[src/rtl/keyboard_pkg.sv]
// Shared PS/2 set-2 scancode constants, held-key bit layout and decoder state type.
// Imported by the key decoder and anything else that interprets keyboard bytes.
package keyboard_pkg;

   localparam logic [7:0] SC_EXT   = 8'hE0;
   localparam logic [7:0] SC_BREAK = 8'hF0;
   localparam logic [7:0] SC_PAUSE = 8'hE1;

   localparam logic [7:0] SC_A     = 8'h1C;
   localparam logic [7:0] SC_D     = 8'h23;
   localparam logic [7:0] SC_SPACE = 8'h29;

   // Only meaningful after an E0 prefix; without it these are keypad keys.
   localparam logic [7:0] SC_LEFT  = 8'h6B;
   localparam logic [7:0] SC_RIGHT = 8'h74;
   localparam logic [7:0] SC_UP    = 8'h75;

   localparam int DEF_PREFIX_TIMEOUT = 2_000_000;
   localparam int DEF_PAUSE_SKIP     = 7;

   localparam int KB_ARROW_L  = 0;
   localparam int KB_A        = 1;
   localparam int KB_ARROW_R  = 2;
   localparam int KB_D        = 3;
   localparam int KB_ARROW_UP = 4;
   localparam int KB_SPACE    = 5;

   localparam logic [5:0] MASK_LEFT  = 6'b00_00_11;
   localparam logic [5:0] MASK_RIGHT = 6'b00_11_00;

   typedef enum logic [3:0] {
      ST_IDLE      = 4'd0,
      ST_EXT       = 4'd1,
      ST_BREAK     = 4'd2,
      ST_EXT_BREAK = 4'd3,
      ST_SKIP      = 4'd4
   } kd_state_t;

   function automatic logic [5:0] key_mask(input logic ext, input logic [7:0] code);
      logic [5:0] m;
      m = '0;
      if (ext) begin
         case (code)
            SC_LEFT:  m[KB_ARROW_L]  = 1'b1;
            SC_RIGHT: m[KB_ARROW_R]  = 1'b1;
            SC_UP:    m[KB_ARROW_UP] = 1'b1;
            default:  m = '0;
         endcase
      end else begin
         case (code)
            SC_A:     m[KB_A]     = 1'b1;
            SC_D:     m[KB_D]     = 1'b1;
            SC_SPACE: m[KB_SPACE] = 1'b1;
            default:  m = '0;
         endcase
      end
      return m;
   endfunction

endpackage

[src/rtl/key_decoder.sv]
// Turns the PS/2 set-2 scancode stream into held left/right/jump levels,
// with last-pressed-wins resolution of opposing directions.
module key_decoder
   import keyboard_pkg::*;
#(
   parameter int PREFIX_TIMEOUT = DEF_PREFIX_TIMEOUT,
   parameter int PAUSE_SKIP     = DEF_PAUSE_SKIP
) (
   input  logic       clk,
   input  logic       rst_n,
   input  logic [7:0] ps2_data,
   input  logic       ps2_valid,
   output logic       left,
   output logic       right,
   output logic       jump,
   output logic       seq_error
);

   localparam int TW = ($clog2(PREFIX_TIMEOUT) < 1) ? 1 : $clog2(PREFIX_TIMEOUT);
   localparam int SW = ($clog2(PAUSE_SKIP + 1) < 1) ? 1 : $clog2(PAUSE_SKIP + 1);
   // Expiry is the cycle whose increment would reach PREFIX_TIMEOUT-1.
   localparam logic [TW-1:0] TMO_LAST = TW'(PREFIX_TIMEOUT - 2);

   kd_state_t   state_q, state_d;
   logic [5:0]  held_q, held_d;
   logic        last_dir_q, last_dir_d;
   logic [SW-1:0] skip_q, skip_d;
   logic [TW-1:0] tmo_q, tmo_d;
   logic        left_q, left_d;
   logic        right_q, right_d;
   logic        jump_q, jump_d;
   logic        seq_error_q, seq_error_d;

   logic [5:0]  make_mask;
   logic [5:0]  brk_mask;
   logic        lvl_l;
   logic        lvl_r;

   always_comb begin
      state_d     = state_q;
      skip_d      = skip_q;
      tmo_d       = tmo_q;
      seq_error_d = 1'b0;
      make_mask   = '0;
      brk_mask    = '0;

      if (ps2_valid) begin
         tmo_d = '0;
         case (state_q)
            ST_IDLE: begin
               if (ps2_data == SC_EXT) begin
                  state_d = ST_EXT;
               end else if (ps2_data == SC_BREAK) begin
                  state_d = ST_BREAK;
               end else if (ps2_data == SC_PAUSE) begin
                  state_d = ST_SKIP;
                  skip_d  = SW'(PAUSE_SKIP);
               end else begin
                  make_mask = key_mask(1'b0, ps2_data);
               end
            end
            ST_EXT: begin
               if (ps2_data == SC_BREAK) begin
                  state_d = ST_EXT_BREAK;
               end else begin
                  make_mask = key_mask(1'b1, ps2_data);
                  state_d   = ST_IDLE;
               end
            end
            ST_BREAK: begin
               brk_mask = key_mask(1'b0, ps2_data);
               state_d  = ST_IDLE;
            end
            ST_EXT_BREAK: begin
               // Fake-shift codes (12, 7C) have no mask and fall through harmlessly.
               brk_mask = key_mask(1'b1, ps2_data);
               state_d  = ST_IDLE;
            end
            ST_SKIP: begin
               skip_d = skip_q - 1'b1;
               if (skip_q <= SW'(1)) begin
                  state_d = ST_IDLE;
               end
            end
            default: state_d = ST_IDLE;
         endcase
      end else if (state_q != ST_IDLE) begin
         if (tmo_q == TMO_LAST) begin
            state_d     = ST_IDLE;
            seq_error_d = 1'b1;
            tmo_d       = '0;
         end else if (tmo_q != '1) begin
            tmo_d = tmo_q + 1'b1;
         end
      end else begin
         tmo_d = '0;
      end

      held_d     = (held_q | make_mask) & ~brk_mask;
      last_dir_d = last_dir_q;
      if ((make_mask & MASK_LEFT) != '0) begin
         last_dir_d = 1'b0;
      end
      if ((make_mask & MASK_RIGHT) != '0) begin
         last_dir_d = 1'b1;
      end

      lvl_l   = held_d[KB_ARROW_L] | held_d[KB_A];
      lvl_r   = held_d[KB_ARROW_R] | held_d[KB_D];
      left_d  = lvl_l & (~lvl_r | ~last_dir_d);
      right_d = lvl_r & (~lvl_l | last_dir_d);
      jump_d  = held_d[KB_ARROW_UP] | held_d[KB_SPACE];
   end

   always_ff @(posedge clk or negedge rst_n) begin
      if (!rst_n) begin
         state_q     <= ST_IDLE;
         held_q      <= '0;
         last_dir_q  <= 1'b0;
         skip_q      <= '0;
         tmo_q       <= '0;
         left_q      <= 1'b0;
         right_q     <= 1'b0;
         jump_q      <= 1'b0;
         seq_error_q <= 1'b0;
      end else begin
         state_q     <= state_d;
         held_q      <= held_d;
         last_dir_q  <= last_dir_d;
         skip_q      <= skip_d;
         tmo_q       <= tmo_d;
         left_q      <= left_d;
         right_q     <= right_d;
         jump_q      <= jump_d;
         seq_error_q <= seq_error_d;
      end
   end

   assign left      = left_q;
   assign right     = right_q;
   assign jump      = jump_q;
   assign seq_error = seq_error_q;

endmodule

[config.mk]
export PLATFORM = sky130hd
export DESIGN_NAME = key_decoder
export DESIGN_NICKNAME = d
export VERILOG_FILES = /design/src/rtl/keyboard_pkg.sv /design/src/rtl/key_decoder.sv
export SDC_FILE = /design/constraint.sdc
export NUM_CORES = 1
export LEC_CHECK = 0
export CAP_MARGIN = 20
export CORE_ASPECT_RATIO = 0.5
export CORE_MARGIN = 2
export CORE_UTILIZATION = 45
export DETAILED_ROUTE_END_ITERATION = 8
export PLACE_DENSITY = 0.67
export SLEW_MARGIN = 20
export SYNTH_ARGS = -nofsm -noshare
export SYNTH_HDL_FRONTEND = slang
export SYNTH_SLANG_ARGS = --single-unit
[constraint.sdc]
create_clock -name clk -period 3.8 [get_ports clk]
set_input_delay 0.38 -clock clk [delete_from_list [all_inputs] [get_ports clk]]
set_output_delay 0.38 -clock clk [all_outputs]
set_load 0.01 [all_outputs]
==> results of run 1 <==
-- where the power goes --
part | switching [mW] | internal, mW | total (mW)
clock network | 0.153 | 0.146 | 0.299
logic | 0.0906 | 0.0716 | 0.162
registers | 0.0334 | 0.434 | 0.467
total | 0.277 | 0.651 | 0.929
-- Yosys cell counts, drive strengths merged (2+ instances only) --
cell     number
nand2        14
nand4b        2
o211ai        3
nand4         9
ha            4
o31ai         3
nand3         5
xnor2         9
nor3b         2
a211oi        5
o41ai         6
xor2          3
o21ai         6
nand2b        3
o21a          5
and3          8
nor2         26
nor2b         2
clkbuf        4
dfrtp        38
a21oi         6
nor3         11
or4           6
or2           6
or4bb         3
nor4          2
inv           8
a2111oi       3
and4          2
-- cell type report --
type,count,area share
Clock buffer,6,0.0341
Tap cell,66,0.0341
Timing Repair Buffer,14,0.0558
Clock inverter,2,0.00517
Inverter,8,0.0124
Sequential cell,38,0.393
Multi-Input combinational cell,169,0.466
-- layer usage --
layer  wire length, µm  vias to the layer above  global-route usage
li1                  -                      857                   -
met2              1970                       30               0.305
met1              2320                      843               0.250
met4                42                        0              0.0608
met5                 0                        -                   0
met3               190                        5              0.0440
-- how the worst max path moves through the flow --
stage	start	depth (start not counted)	to	slack [ps]
global placement	ps2_valid	6	left	1310
CTS	tmo_q[0]	7	tmo_q[20]	1480
global route	tmo_q[0]	7	tmo_q[20]	1230
finish	tmo_q[0]	7	tmo_q[20]	1510
floorplan	state_q[1]	6	left	1780
detailed placement	ps2_valid	6	left	1250
-- flip-flops by register name (all words and copies together), names as in the netlist --
name,cells
seq_error,1
right,1
last_dir_q,1
state_q,3
tmo_q,21
jump,1
left,1
held_q,6
skip_q,3
-- worst register-to-register path, stage by stage, from the launching register on --
cell	delay (ps)
dfrtp_1	420
inv_1	70
ha_1	140
or4bb_1	390
nor3_1	240
nand2_1	140
nand2_1	520
o21ba_2	250
-- cells by family after synthesis --
| group | Yosys count |
|---|---|
| adder cells (fa/ha/maj) | 4 |
| AO/OA/AOI/OAI | 45 |
| AND/OR/NAND/NOR | 108 |
| buffers and inverters | 13 |
| XOR/XNOR | 12 |
| flip-flops | 38 |
-- metrics by stage --
stage          instances  power [mW]  hold WS (ps)   util
5_1_grt              303       0.985           261  0.540
2_1_floorplan        220       0.587          84.4      -
3_5_place_dp         295       0.638           487  0.519
4_1_cts              303       0.940           228  0.540
3_3_place_gp         295       0.632           478  0.519
6_report             303       0.929           201  0.540
==> metrics.yaml, run 1 <==
synth:
  synth.mux.area_fraction: 0
  synth-xor-area-share: 0.0492
  synth_warnings: 0
  synth_area_per_cell_um2: 9.71
  syn_area_um2: 2140
  synthTopCellsByArea: "dfrtp_1, nor2_1, xnor2_1"
  synth_ff_type: "dfrtp_1"
  synth_area_leader_cell: "dfrtp_1"
  synth-simple-area-share: 0.296
  synth_compound_area_frac: 0.159
  synth_adder_area_share: 0.0234
  synth_edf_count: 0
  syn-num-nets: 235
  ys_types: 50
  synth_top_family_by_area: "simple AND/OR/NAND/NOR gates"
  seq_area_frac_synth: 0.445
  synth_top_cell_area_share: 0.445
  ys_seq_elements: 38
  syn_inst: 220
  async_reset_ff_frac: 1.00
setup_path:
  cp_slowest_stage_delay_ps: 520
  cp_top_family: "simple AND/OR/NAND/NOR gates"
  path_buf_inv: 1
  r2r-start: "tmo_q[0]"
  end_kind: "register"
  worstPathArrival_ps: 2470
  cp_common_cell: "nand2_1"
  critPathKind: "reg2reg"
  cp_slowest_cell: "nand2_1"
  reg2reg_slack_ps: 1510
  cp_max_fo: 20
  r2r-end: "tmo_q[20]"
  cp_cell_sequence: "inv_1 > ha_1 > or4bb_1 > nor3_1 > nand2_1 > nand2_1 > o21ba_2"
  startpoint_type: "register"
  critPathRequiredTime_ps: 3980
  rr_worst_depth: 7
drt:
  drt-total-wl_um: 4520
  drc: 0
  vias_per_cell: 5.73
  first_pass_iters: 4
  ant_nets: 0
  via_count: 1735
  drt_iter0_drc: 71
  wl_per_cell_um: 14.9
clock_tree:
  path_clk_slew_ps: 80
  post_cts_buffers: 0
  worstSkewPairLatency_ps: 290
  cts_buffers: 5
  htreeDepth: 2
  cts_max_path_buffers: 2
  cts_root_buffer: "clkbuf_8"
  cts_tree: "done"
  post_cts_resized: 0
  cts_hold_repair.buffers: 0
  clock-sinks: 38
die:
  initial_utilization: 0.476
  die_x_um: 101
  dieArea_um2: 5350
  core_area_um2: 4490
  rows: 17
  ios: 15
  die_h_um: 52.7
sta:
  fin_tns_setup_ps: 0
  period_share: 0.603
  finalHoldViolCount: 0
  slew_headroom: 0.417
  period_needed_ps: 2290
  setup_viol: 0
  skew_ps: 6.56
  rsz0062_at_grt: "no"
  drv_slew: 0
  fmax_mhz: 437
  fin_ws_ps: 1510
  tightest_slew_ps: 874
placement:
  io_buffer_count: 14
  placed_cell_area_um2: 2330
  post-place-ws_ps: 1250
  place_congestion: 0.834
  dp_hpwl_um: 3090
run:
  cap_violations: 0
layout:
  multi_input_area_um2: 1130
  stdcell_area_um2: 2420
  ff_latch_area_um2: 951
  nets: 251
  final_cell_mix: "dfrtp_1, nor2_1, nand2_1"
  final_common_cell: "dfrtp_1"
  drive_gt1_frac: 0.0759
  num_antenna_cells: 0
  syn_to_final_growth_pct: 13.4
  fillers: 414
grt:
  antenna_found_initial: 0
  grt_usage: 0.188
  overflow: 0
  grt_pass1_wl_um: 7700
  grt_max_degree: 39
  grt_pass1_vias: 1689
power_and_ir_drop:
  ir_drop_uv: 168
  p_leak_nw: 0.967
  p_per_area_nw_per_um2: 383
status:
  outcome: "completed"
worst_hold_path:
  min_path_type: "in2async"
Note: power is estimated with default switching activity, not from simulation.
==> run 2: changes to the inputs <==
--- a/config.mk
+++ b/config.mk
@@ -10,7 +10,7 @@
 export CORE_MARGIN = 2
 export CORE_UTILIZATION = 45
 export DETAILED_ROUTE_END_ITERATION = 8
-export PLACE_DENSITY = 0.67
+export PLACE_DENSITY = 0.69
 export SLEW_MARGIN = 20
 export SYNTH_ARGS = -nofsm -noshare
 export SYNTH_HDL_FRONTEND = slang
==> constraint.sdc (replaced) <==
create_clock -name clk -period 2 [get_ports clk]
set_input_delay 0.2 -clock clk [delete_from_list [all_inputs] [get_ports clk]]
set_output_delay 0.2 -clock clk [all_outputs]
set_load 0.01 [all_outputs]
==> run 2 against run 1 <==
Net effect:
- die area is the same
- core utilization grew 5.5 points
- via count is 7.3% higher
- final area grew 10%
- first-iteration DRC count rose by 34%
- global-route usage hardly changed
- worst setup slack lost 1500 ps
- critical path type unchanged
- register-to-register slack got worse by 1500 ps
- non-clock buffer count up 27
- largest cell class unchanged
==> metrics.yaml, run 2 (synthesized netlist as in run 1, its figures left out) <==
layout:
  final_common_cell: "dfrtp_1"
  final_cell_mix: "dfrtp_1, nor2_1, buf_4"
  largest_reg_flops: 21  # unchanged
  syn_to_final_growth_pct: 25.0
  drive_gt1_frac: 0.182  # +0.106
  num_antenna_cells: 0  # unchanged
  finalNonFillerCells: 330  # +8.9%
  postLayoutCoreUtil: 0.595  # +0.0552
  top_register: "tmo_q"
  nets: 278  # +11%
  reg.largest.list: "tmo_q: 21 flops, held_q: 6 flops"
power_and_ir_drop:
  pwr-share-seq: 0.456  # -0.047
  swShare: 0.272  # -0.0261
  p_per_area_nw_per_um2: 714  # +86%
  power_switching_mw: 0.519  # +87%
  power.total_mw: 1.91  # +110%
  power_frac_clock: 0.333  # +0.011
  p_leak_nw: 1.12  # +16%
  intPower_mw: 1.39  # +110%
  p_comb_frac: 0.211  # +0.036
  ir_drop_uv: 427  # +150%
clock_tree:
  cts_max_path_buffers: 2  # unchanged
  worstSkewPairLatency_ps: 280  # about the same
  htreeDepth: 2  # unchanged
  cts_hold_repair.buffers: 0  # unchanged
  cts_tree: "done"
  path_clk_slew_ps: 80  # about the same
  clock-sinks: 38  # unchanged
  cts_buffers: 5  # unchanged
  cts_root_buffer: "clkbuf_8"
run:
  cap_violations: 0  # unchanged
placement:
  dp_hpwl_um: 3250  # +5.2%
  io_buffer_count: 14  # unchanged
  place_congestion: 0.848  # +1.7%
  dp.cells: 320  # +8.5%
grt:
  grt_pass1_wl_um: 7820  # +1.5%
  antenna_found_initial: 0  # unchanged
  overflow: 0  # unchanged
  grt_usage: 0.188  # about the same
  grt_max_degree: 39  # unchanged
  grt_pass1_vias: 1733  # +2.6%
drt:
  ant_nets: 0  # unchanged
  drt_iter0_drc: 95  # +34%
  via_count: 1861  # +7.3%
  wl_per_cell_um: 14.1  # -5.3%
  first_pass_iters: 4  # unchanged
  drt-total-wl_um: 4660  # +3.1%
  vias_per_cell: 5.64  # -1.5%
  drc: 0  # unchanged
sta:
  setup_viol: 0  # unchanged
  finalHoldViolCount: 0  # unchanged
  hold-worst-slack_ps: 9.76  # -192 ps
  period_needed_ps: 1950  # -345 ps
  tightest_slew_ps: 824  # -50.0 ps
  drv_slew: 0  # unchanged
  fmax_mhz: 514  # +18%
  period_share: 0.973  # +0.370
  slew_headroom: 0.451  # +0.0333
  skew_ps: 3.97  # -2.59 ps
  rsz0062_at_grt: "yes"
die:
  initial_utilization: 0.476  # unchanged
  die_x_um: 101  # unchanged
  dieArea_um2: 5350  # unchanged
  ios: 15  # unchanged
  rows: 17  # unchanged
  die_h_um: 52.7  # unchanged
  core_area_um2: 4490  # unchanged
worst_hold_path:
  min_path_type: "in2async"
status:
  outcome: "completed"
setup_path:
  startpoint_type: "register"
  end_kind: "register"
  critPathKind: "reg2reg"
  worstPathArrival_ps: 2120  # -350 ps
  critPathRequiredTime_ps: 2170  # -1810 ps
  cp_max_fo: 5  # -75%
## run 2: path summary, 6_finish.rpt
kind | startpoint | depth (start not counted) | slack, ps | to
max | state_q[1] | 5 | 50 | left
min | rst_n | 1 | 10 | tmo_q[20]
max reg2reg | state_q[1] | 5 | 50 | left
min reg2reg | held_q[4] | 2 | 500 | held_q[4]
max in group asynchronous | rst_n | 1 | 1470 | seq_error
min in group clk | held_q[4] | 2 | 500 | held_q[4]
## run 2: layout make-up
| class | instances | area (µm²) |
|---|---|---|
| fill | 366 | 1820 |
| multi-input combinational | 169 | 1150 |
| sequential | 38 | 951 |
| timing repair buffer | 41 | 350 |
| tap | 66 | 82.6 |
| clock buffer | 5 | 68.8 |
| clock inverter | 3 | 40.0 |
| inverter | 8 | 30.0 |
## run 2: power groups by stage
stage	Sequential [mW]	Clock, mW	Combinational, mW
floorplan	0.872	0	0.244
global placement	0.879	0	0.391
detailed placement	0.883	0	0.402
CTS	0.868	0.654	0.406
global route	0.879	0.688	0.453
finish	0.869	0.635	0.402
## run 2: metrics by stage
step	TNS (ps)	setup WS, ps	area [µm²]
CTS	0	47.9	2640
floorplan	0	6.29	2140
detailed placement	-393	-172	2530
global placement	-395	-153	2530
finish	0	54.6	2670
global route	-89.9	-34.3	2670
## run 2: routing by layer
layer / routed length [µm] / GRT usage
met2: 2110 / 0.316
met5: 0 / 0
met1: 2270 / 0.252
met3: 240 / 0.0400
met4: 42 / 0.0405
## run 2: what timing repair did
action / CTS / global route
endpoints found under the setup margin: 0 / 9
setup buffers: 0 / 2
gates resized for setup: 0 / 5
## run 2: worst max-delay path, cell delays in order, from the launching register on
cell and delay (ps):
dfrtp_1 390, or4b_4 540, a31o_4 240, or4_4 480, o211ai_2 90, a21oi_1 90
